--- config.mk ---
export PLATFORM = sky130hd
export DESIGN_NAME = mac_cfg_sequencer
export DESIGN_NICKNAME = d
export VERILOG_FILES = /design/src/rtl/mac_cfg_sequencer_pkg.sv /design/src/rtl/mac_valid_pipe.sv /design/src/rtl/mac_cfg_sequencer.sv
export SDC_FILE = /design/constraint.sdc
export NUM_CORES = 1
export LEC_CHECK = 0
export ABC_AREA = 0
export ABC_CLOCK_PERIOD_IN_PS = 3600
export CAP_MARGIN = 20
export CORE_UTILIZATION = 45
export CTS_BUF_LIST = sky130_fd_sc_hd__clkbuf_16
export DETAILED_ROUTE_END_ITERATION = 6
export DONT_BUFFER_PORTS = 1
export PLACE_DENSITY = 0.57
export SETUP_SLACK_MARGIN = 0.2
export SLEW_MARGIN = 10
export SYNTH_ARGS = -nofsm -noshare
export SYNTH_HDL_FRONTEND = slang
export SYNTH_SLANG_ARGS = --single-unit
--- constraint.sdc ---
create_clock -name clk -period 3.6 [get_ports clk]
set_clock_uncertainty 0.15 [all_clocks]
set_input_delay 0.54 -clock clk [delete_from_list [all_inputs] [get_ports clk]]
set_output_delay 0.54 -clock clk [all_outputs]
set_load 0.01 [all_outputs]
--- src/rtl/mac_cfg_sequencer_pkg.sv ---
// Shared encodings for the MAC config sequencer and the multiply blocks.
package mac_cfg_sequencer_pkg;

    // Precision configuration of an operand beat / the datapath.
    localparam logic [1:0] MAC_CFG_SINGLE  = 2'b00;
    localparam logic [1:0] MAC_CFG_DUAL    = 2'b01;
    localparam logic [1:0] MAC_CFG_QUAD    = 2'b10;
    localparam logic [1:0] MAC_CFG_ILLEGAL = 2'b11;

    // Sequencer states: accept beats, wait for the pipe to empty, apply new config.
    typedef enum logic [1:0] {
        StRun    = 2'd0,
        StDrain  = 2'd1,
        StSwitch = 2'd2
    } mac_seq_state_e;

endpackage

--- src/rtl/mac_valid_pipe.sv ---
// Shift register that carries {valid, last, grp_beats} alongside the MAC datapath.
module mac_valid_pipe #(
    parameter int unsigned Depth    = 2,
    parameter int unsigned CntWidth = 8
) (
    input  logic                clk,
    input  logic                clear,
    input  logic                push_valid,
    input  logic                push_last,
    input  logic [CntWidth-1:0] push_beats,
    output logic                out_valid,
    output logic                out_last,
    output logic [CntWidth-1:0] out_beats,
    output logic                empty
);

    localparam int unsigned EntryW = CntWidth + 2;

    logic [Depth-1:0][EntryW-1:0] stage_q;
    logic [Depth-1:0][EntryW-1:0] stage_d;
    logic [EntryW-1:0]            entry_in;

    // Next-state shift; last/beats are zeroed on bubbles so idle stages read as all-zero.
    always_comb begin
        entry_in   = push_valid ? {1'b1, push_last, push_beats} : '0;
        stage_d    = stage_q;
        stage_d[0] = entry_in;
        for (int i = 1; i < int'(Depth); i++) begin
            stage_d[i] = stage_q[i-1];
        end
    end

    // Stage registers with synchronous clear.
    always_ff @(posedge clk) begin
        if (clear) begin
            stage_q <= '0;
        end else begin
            stage_q <= stage_d;
        end
    end

    // Empty when no stage holds a valid beat.
    always_comb begin
        empty = 1'b1;
        for (int i = 0; i < int'(Depth); i++) begin
            if (stage_q[i][EntryW-1]) begin
                empty = 1'b0;
            end
        end
    end

    assign {out_valid, out_last, out_beats} = stage_q[Depth-1];

endmodule

--- src/rtl/mac_cfg_sequencer.sv ---
// Control sequencer in front of the MAC datapath: config switching with drain,
// group boundary tracking and latency-aligned valid/last regeneration.
module mac_cfg_sequencer
    import mac_cfg_sequencer_pkg::*;
#(
    parameter int unsigned MAC_CONF_WIDTH    = 2,
    parameter int unsigned MAC_PIPE_DEPTH    = 2,
    parameter int unsigned MAC_GRP_CNT_WIDTH = 8
) (
    input  logic                         clk,
    input  logic                         rst,
    input  logic                         in_valid,
    output logic                         in_ready,
    input  logic [MAC_CONF_WIDTH-1:0]    in_cfg,
    input  logic                         in_last,
    output logic                         mac_en,
    output logic [MAC_CONF_WIDTH-1:0]    mac_cfg,
    output logic                         mac_first,
    output logic                         out_valid,
    output logic                         out_last,
    output logic [MAC_GRP_CNT_WIDTH-1:0] grp_beats,
    output logic                         cfg_err,
    output logic                         busy
);

    localparam logic [MAC_CONF_WIDTH-1:0] CfgSingle = MAC_CONF_WIDTH'(MAC_CFG_SINGLE);
    localparam logic [MAC_CONF_WIDTH-1:0] CfgDual   = MAC_CONF_WIDTH'(MAC_CFG_DUAL);
    localparam logic [MAC_CONF_WIDTH-1:0] CfgQuad   = MAC_CONF_WIDTH'(MAC_CFG_QUAD);
    localparam logic [MAC_GRP_CNT_WIDTH-1:0] GrpCntMax = {MAC_GRP_CNT_WIDTH{1'b1}};

    mac_seq_state_e                state_q, state_d;
    logic [MAC_CONF_WIDTH-1:0]     mac_cfg_q, mac_cfg_d;
    logic [MAC_CONF_WIDTH-1:0]     pend_cfg_q, pend_cfg_d;
    logic [MAC_GRP_CNT_WIDTH-1:0]  grp_cnt_q, grp_cnt_d;
    logic                          first_pending_q, first_pending_d;
    logic                          cfg_err_q, cfg_err_d;
    logic                          busy_q, busy_d;

    logic                          cfg_legal;
    logic                          cfg_match;
    logic [MAC_GRP_CNT_WIDTH-1:0]  grp_cnt_inc;
    logic                          pipe_empty;
    logic                          push_valid;
    logic                          push_last;
    logic [MAC_GRP_CNT_WIDTH-1:0]  push_beats;

    // Beat classification and saturating group count including the current beat.
    always_comb begin
        cfg_legal   = (in_cfg == CfgSingle) || (in_cfg == CfgDual) || (in_cfg == CfgQuad);
        cfg_match   = (in_cfg == mac_cfg_q);
        grp_cnt_inc = (grp_cnt_q == GrpCntMax) ? grp_cnt_q
                                               : grp_cnt_q + MAC_GRP_CNT_WIDTH'(1);
    end

    // Next-state and handshake/datapath-control outputs.
    always_comb begin
        state_d         = state_q;
        mac_cfg_d       = mac_cfg_q;
        pend_cfg_d      = pend_cfg_q;
        grp_cnt_d       = grp_cnt_q;
        first_pending_d = first_pending_q;
        cfg_err_d       = 1'b0;
        in_ready        = 1'b0;
        mac_en          = 1'b0;
        mac_first       = 1'b0;
        push_valid      = 1'b0;
        push_last       = 1'b0;
        push_beats      = '0;

        unique case (state_q)
            StRun: begin
                if (in_valid && cfg_legal && !cfg_match) begin
                    // Hold the beat off; it is re-offered once the new config is applied.
                    pend_cfg_d = in_cfg;
                    state_d    = StDrain;
                end else begin
                    in_ready = 1'b1;
                    if (in_valid && !cfg_legal) begin
                        // Illegal beat is swallowed without touching group state.
                        cfg_err_d = 1'b1;
                    end else if (in_valid) begin
                        mac_en     = 1'b1;
                        mac_first  = first_pending_q;
                        push_valid = 1'b1;
                        push_last  = in_last;
                        push_beats = grp_cnt_inc;
                        if (in_last) begin
                            grp_cnt_d       = '0;
                            first_pending_d = 1'b1;
                        end else begin
                            grp_cnt_d       = grp_cnt_inc;
                            first_pending_d = 1'b0;
                        end
                    end
                end
            end
            StDrain: begin
                if (pipe_empty) begin
                    state_d = StSwitch;
                end
            end
            StSwitch: begin
                // Any group still open under the old config is abandoned here.
                mac_cfg_d       = pend_cfg_q;
                first_pending_d = 1'b1;
                grp_cnt_d       = '0;
                state_d         = StRun;
            end
            default: begin
                state_d = StRun;
            end
        endcase

        busy_d = !pipe_empty || (state_q != StRun);

        if (rst) begin
            in_ready   = 1'b0;
            mac_en     = 1'b0;
            mac_first  = 1'b0;
            push_valid = 1'b0;
        end
    end

    // Control state registers with synchronous reset.
    always_ff @(posedge clk) begin
        if (rst) begin
            state_q         <= StRun;
            mac_cfg_q       <= CfgSingle;
            pend_cfg_q      <= CfgSingle;
            grp_cnt_q       <= '0;
            first_pending_q <= 1'b1;
            cfg_err_q       <= 1'b0;
            busy_q          <= 1'b0;
        end else begin
            state_q         <= state_d;
            mac_cfg_q       <= mac_cfg_d;
            pend_cfg_q      <= pend_cfg_d;
            grp_cnt_q       <= grp_cnt_d;
            first_pending_q <= first_pending_d;
            cfg_err_q       <= cfg_err_d;
            busy_q          <= busy_d;
        end
    end

    mac_valid_pipe #(
        .Depth    (MAC_PIPE_DEPTH),
        .CntWidth (MAC_GRP_CNT_WIDTH)
    ) u_valid_pipe (
        .clk        (clk),
        .clear      (rst),
        .push_valid (push_valid),
        .push_last  (push_last),
        .push_beats (push_beats),
        .out_valid  (out_valid),
        .out_last   (out_last),
        .out_beats  (grp_beats),
        .empty      (pipe_empty)
    );

    assign mac_cfg = mac_cfg_q;
    assign cfg_err = cfg_err_q;
    assign busy    = busy_q;

endmodule
==> results.txt <==
Number of global-route vias before repair -> 896
CP max stage delay -> 0.51 ns
P&R area growth vs syn -> 11.2%
Die Y-Extent -> 59.7 µm
Nets -> 171
Drt via density -> 5.11
CTS sink count -> 37
Largest net degree at the start of global routing -> 32
CP Cell Sequence -> or2b_1, a21oi_1, o21a_1, or3b_4, nor2_1
CP required -> 2.91 ns
Initial Util -> 48.3%
Worst min-delay path class -> in2reg
Maxcap violations -> 0
H-Tree Depth -> 2
Most common cell in the synthesized netlist -> dfxtp_1
First-pass GRT wire length -> 4.15 mm
Layout Cell Area excl Fill -> 1670 µm²
Crit path kind -> reg2out
Post-synthesis async set-or-reset flop share -> 0%
Tightest Pin Transition -> 0.475 ns
Leading area contributor after synthesis -> dfxtp_1
Area of the mapped netlist -> 1500 µm²
Fin cells -> 209
Avg Cell Area, Syn -> 9.26 µm²
Iter 0 DRT Violations -> 50
Combinational family with the most area after synthesis -> simple AND/OR/NAND/NOR gates
Max stage delay cell, worst path -> dfxtp_1
Die area -> 3570 µm²
Proportion of layout cells with a drive suffix above 1 -> 10.9%
Fmax achieved -> 377 MHz
Number of hold buffers added after CTS -> 0
Worst Path Arrival -> 1.96 ns
Global route overflow -> 0
Via count -> 1069
Wirelength per Cell -> 12.2 µm
CTS resizes -> 0
Cts bufs inserted -> 5
TritonRoute pass-1 iters -> 4
Port Buffer Count -> 0
DRT antenna net count -> 0
# setup viols final -> 0
Clk buf depth -> 2
Util after Layout -> 53.8%
Dpl cells -> 201
Synth Area in Adders -> 0.834%
Power per cell area -> 525 nW/µm²
EDFF count, synth -> 0
Hpwl dp -> 1.73 mm
Tot Pwr -> 0.875 mW
Slew Limit Fails -> 0
Crit path launch type -> flip-flop
Simple-Gate Fraction of Synth Area -> 28.8%
Syn. warnings -> 0
Drc violations -> 0
Seq/Total Area, Yosys -> 49.4%
# IOs -> 23
DIE WIDTH -> 59.7 µm
Post-Syn Instances -> 162
Fill cell count -> 317
Clock transition at path regs -> 0.05 ns
Initial antenna violation count -> 0
Synth unique cells -> 43
Pleak -> 0.670 nW
CTS tree -> yes
Setup_tns -> 0 ns
Core ar. -> 3100 µm²
Worst slew margin -> 68.1%
Syn_nets -> 169
ANT cells -> 0
Routed wire length -> 2.55 mm
Status -> finished, final reports clean
Commonest cells post-synth -> 37 x dfxtp_1, 20 x nor2_1, 10 x a21oi_1, 10 x nor2b_1, 9 x nand2_1
Crit. End Element -> primary output
Post-place instance area -> 1530 µm²
Complex-gate fraction of the synthesized area -> 10.8%
Synth top area share -> 49.4%
Worst-skew pair later-pin latency -> 0.28 ns
Post-CTS setup buffer count -> 0
Most used DFF post-synth -> dfxtp_1
Worst Path Max Fanout -> 12
Final Hold Fails -> 0
Setup repair after global routing missed its margin -> false
VDD IR max -> 0.000228 V
Root buffer cell -> clkbuf_16
# rows -> 20
Period Utilization, post-route -> 73.6%
Tmin final -> 2.65 ns
Xor and xnor area share after synthesis -> 2.34%
Top cells by area, synth -> dfxtp_1 49%, nor2_1 5.0%, nor2b_1 4.2%
GPL Wtd Cong -> 0.863
Post-synthesis mux area share -> 4.09%
Total Routing Usage GR -> 16.3%
Seq cells post-synth -> 37
final cells by class:
| type | instances | area [µm²] | area share, % |
|---|---|---|---|
| tap | 44 | 55.1 | 3.30 |
| clock inverter | 3 | 17.5 | 1.05 |
| inverter | 7 | 26.3 | 1.58 |
| sequential | 37 | 741 | 44.4 |
| clock buffer | 5 | 125 | 7.50 |
| multi-input combinational | 113 | 703 | 42.2 |
kinds of logic after synthesis:
family                   after synthesis
flip-flops                            37
multiplexers                           6
AND/OR/NAND/NOR                       77
AO/OA/AOI/OAI                         25
XOR/XNOR                               4
adder cells (fa/ha/maj)                1
buffers and inverters                 12
flip-flops by register name, summed over array words and instances, names as in the netlist:
| register | flops |
|---|---|
| u_valid_pipe.stage_d | 10 |
| grp_cnt_q | 8 |
| u_valid_pipe.out_beats | 8 |
| mac_cfg | 2 |
| pend_cfg_q | 2 |
| state_q | 2 |
| busy | 1 |
| cfg_err | 1 |
| first_pending_q | 1 |
| u_valid_pipe.out_last | 1 |
| u_valid_pipe.out_valid | 1 |
power by group:
group          total, mW  switching [mW]  internal, mW
logic             0.0393          0.0218        0.0175
clock network      0.410           0.157         0.253
registers          0.425         0.00719         0.418
worst max-delay path, delay by kind of cell (launching register included):
family / cells / cell delay, ns
AOI/OAI and AO/OA: 2 / 0.30
DFF: 1 / 0.51
and+or+nand+nor: 3 / 0.88
through the flow:
stage                     worst slack [ns]  hold WS, ns
after floorplan                       1.27        0.264
after global placement                1.26        0.271
after detailed placement              1.23        0.274
after CTS                            0.934        0.174
after global routing                 0.853        0.175
final                                0.949        0.180
final timing paths:
| path | start | slack (ns) | endpoint | cells past startpoint |
|---|---|---|---|---|
| max | mac_cfg[0] | 0.95 | mac_first | 5 |
| min | rst | 0.18 | state_q[0] | 1 |
| max reg2reg | grp_cnt_q[0] | 1.65 | u_valid_pipe.stage_d[13] | 6 |
| min reg2reg | u_valid_pipe.stage_d[18] | 0.28 | u_valid_pipe.out_last | 1 |
placed cells by master, fill, tap and decap left out, types with 2 or more instances in the layout:
| cell type | Yosys | routed |
|---|---|---|
| o211ai_1 | 2 | 2 |
| clkbuf_16 | 0 | 5 |
| a211oi_1 | 2 | 2 |
| o21ai_0 | 4 | 4 |
| nand2_1 | 9 | 9 |
| xor2_1 | 2 | 2 |
| nor2_1 | 20 | 20 |
| nand3b_1 | 4 | 4 |
| nand2b_1 | 3 | 3 |
| nor2b_1 | 10 | 10 |
| mux2i_1 | 5 | 5 |
| nand3_1 | 5 | 5 |
| xnor2_1 | 2 | 2 |
| and4_1 | 2 | 2 |
| clkinv_2 | 0 | 2 |
| and2b_2 | 2 | 2 |
| dfxtp_1 | 37 | 37 |
| inv_1 | 7 | 7 |
| a21oi_1 | 10 | 10 |
| nor3b_1 | 2 | 2 |
| nor3_1 | 6 | 6 |
| or2_1 | 2 | 2 |
| nand4b_1 | 2 | 2 |
| and3_1 | 2 | 2 |
routing by layer:
| metal | vias to the layer above | GRT usage [%] | wire length, µm |
|---|---|---|---|
| met5 | - | 0 | 0 |
| met4 | 0 | 9.97 | 47 |
| met3 | 5 | 4.98 | 121 |
| met2 | 25 | 22.5 | 1130 |
| met1 | 481 | 22.1 | 1250 |
| li1 | 558 | - | - |
Note: power is estimated with default switching activity, not from simulation.
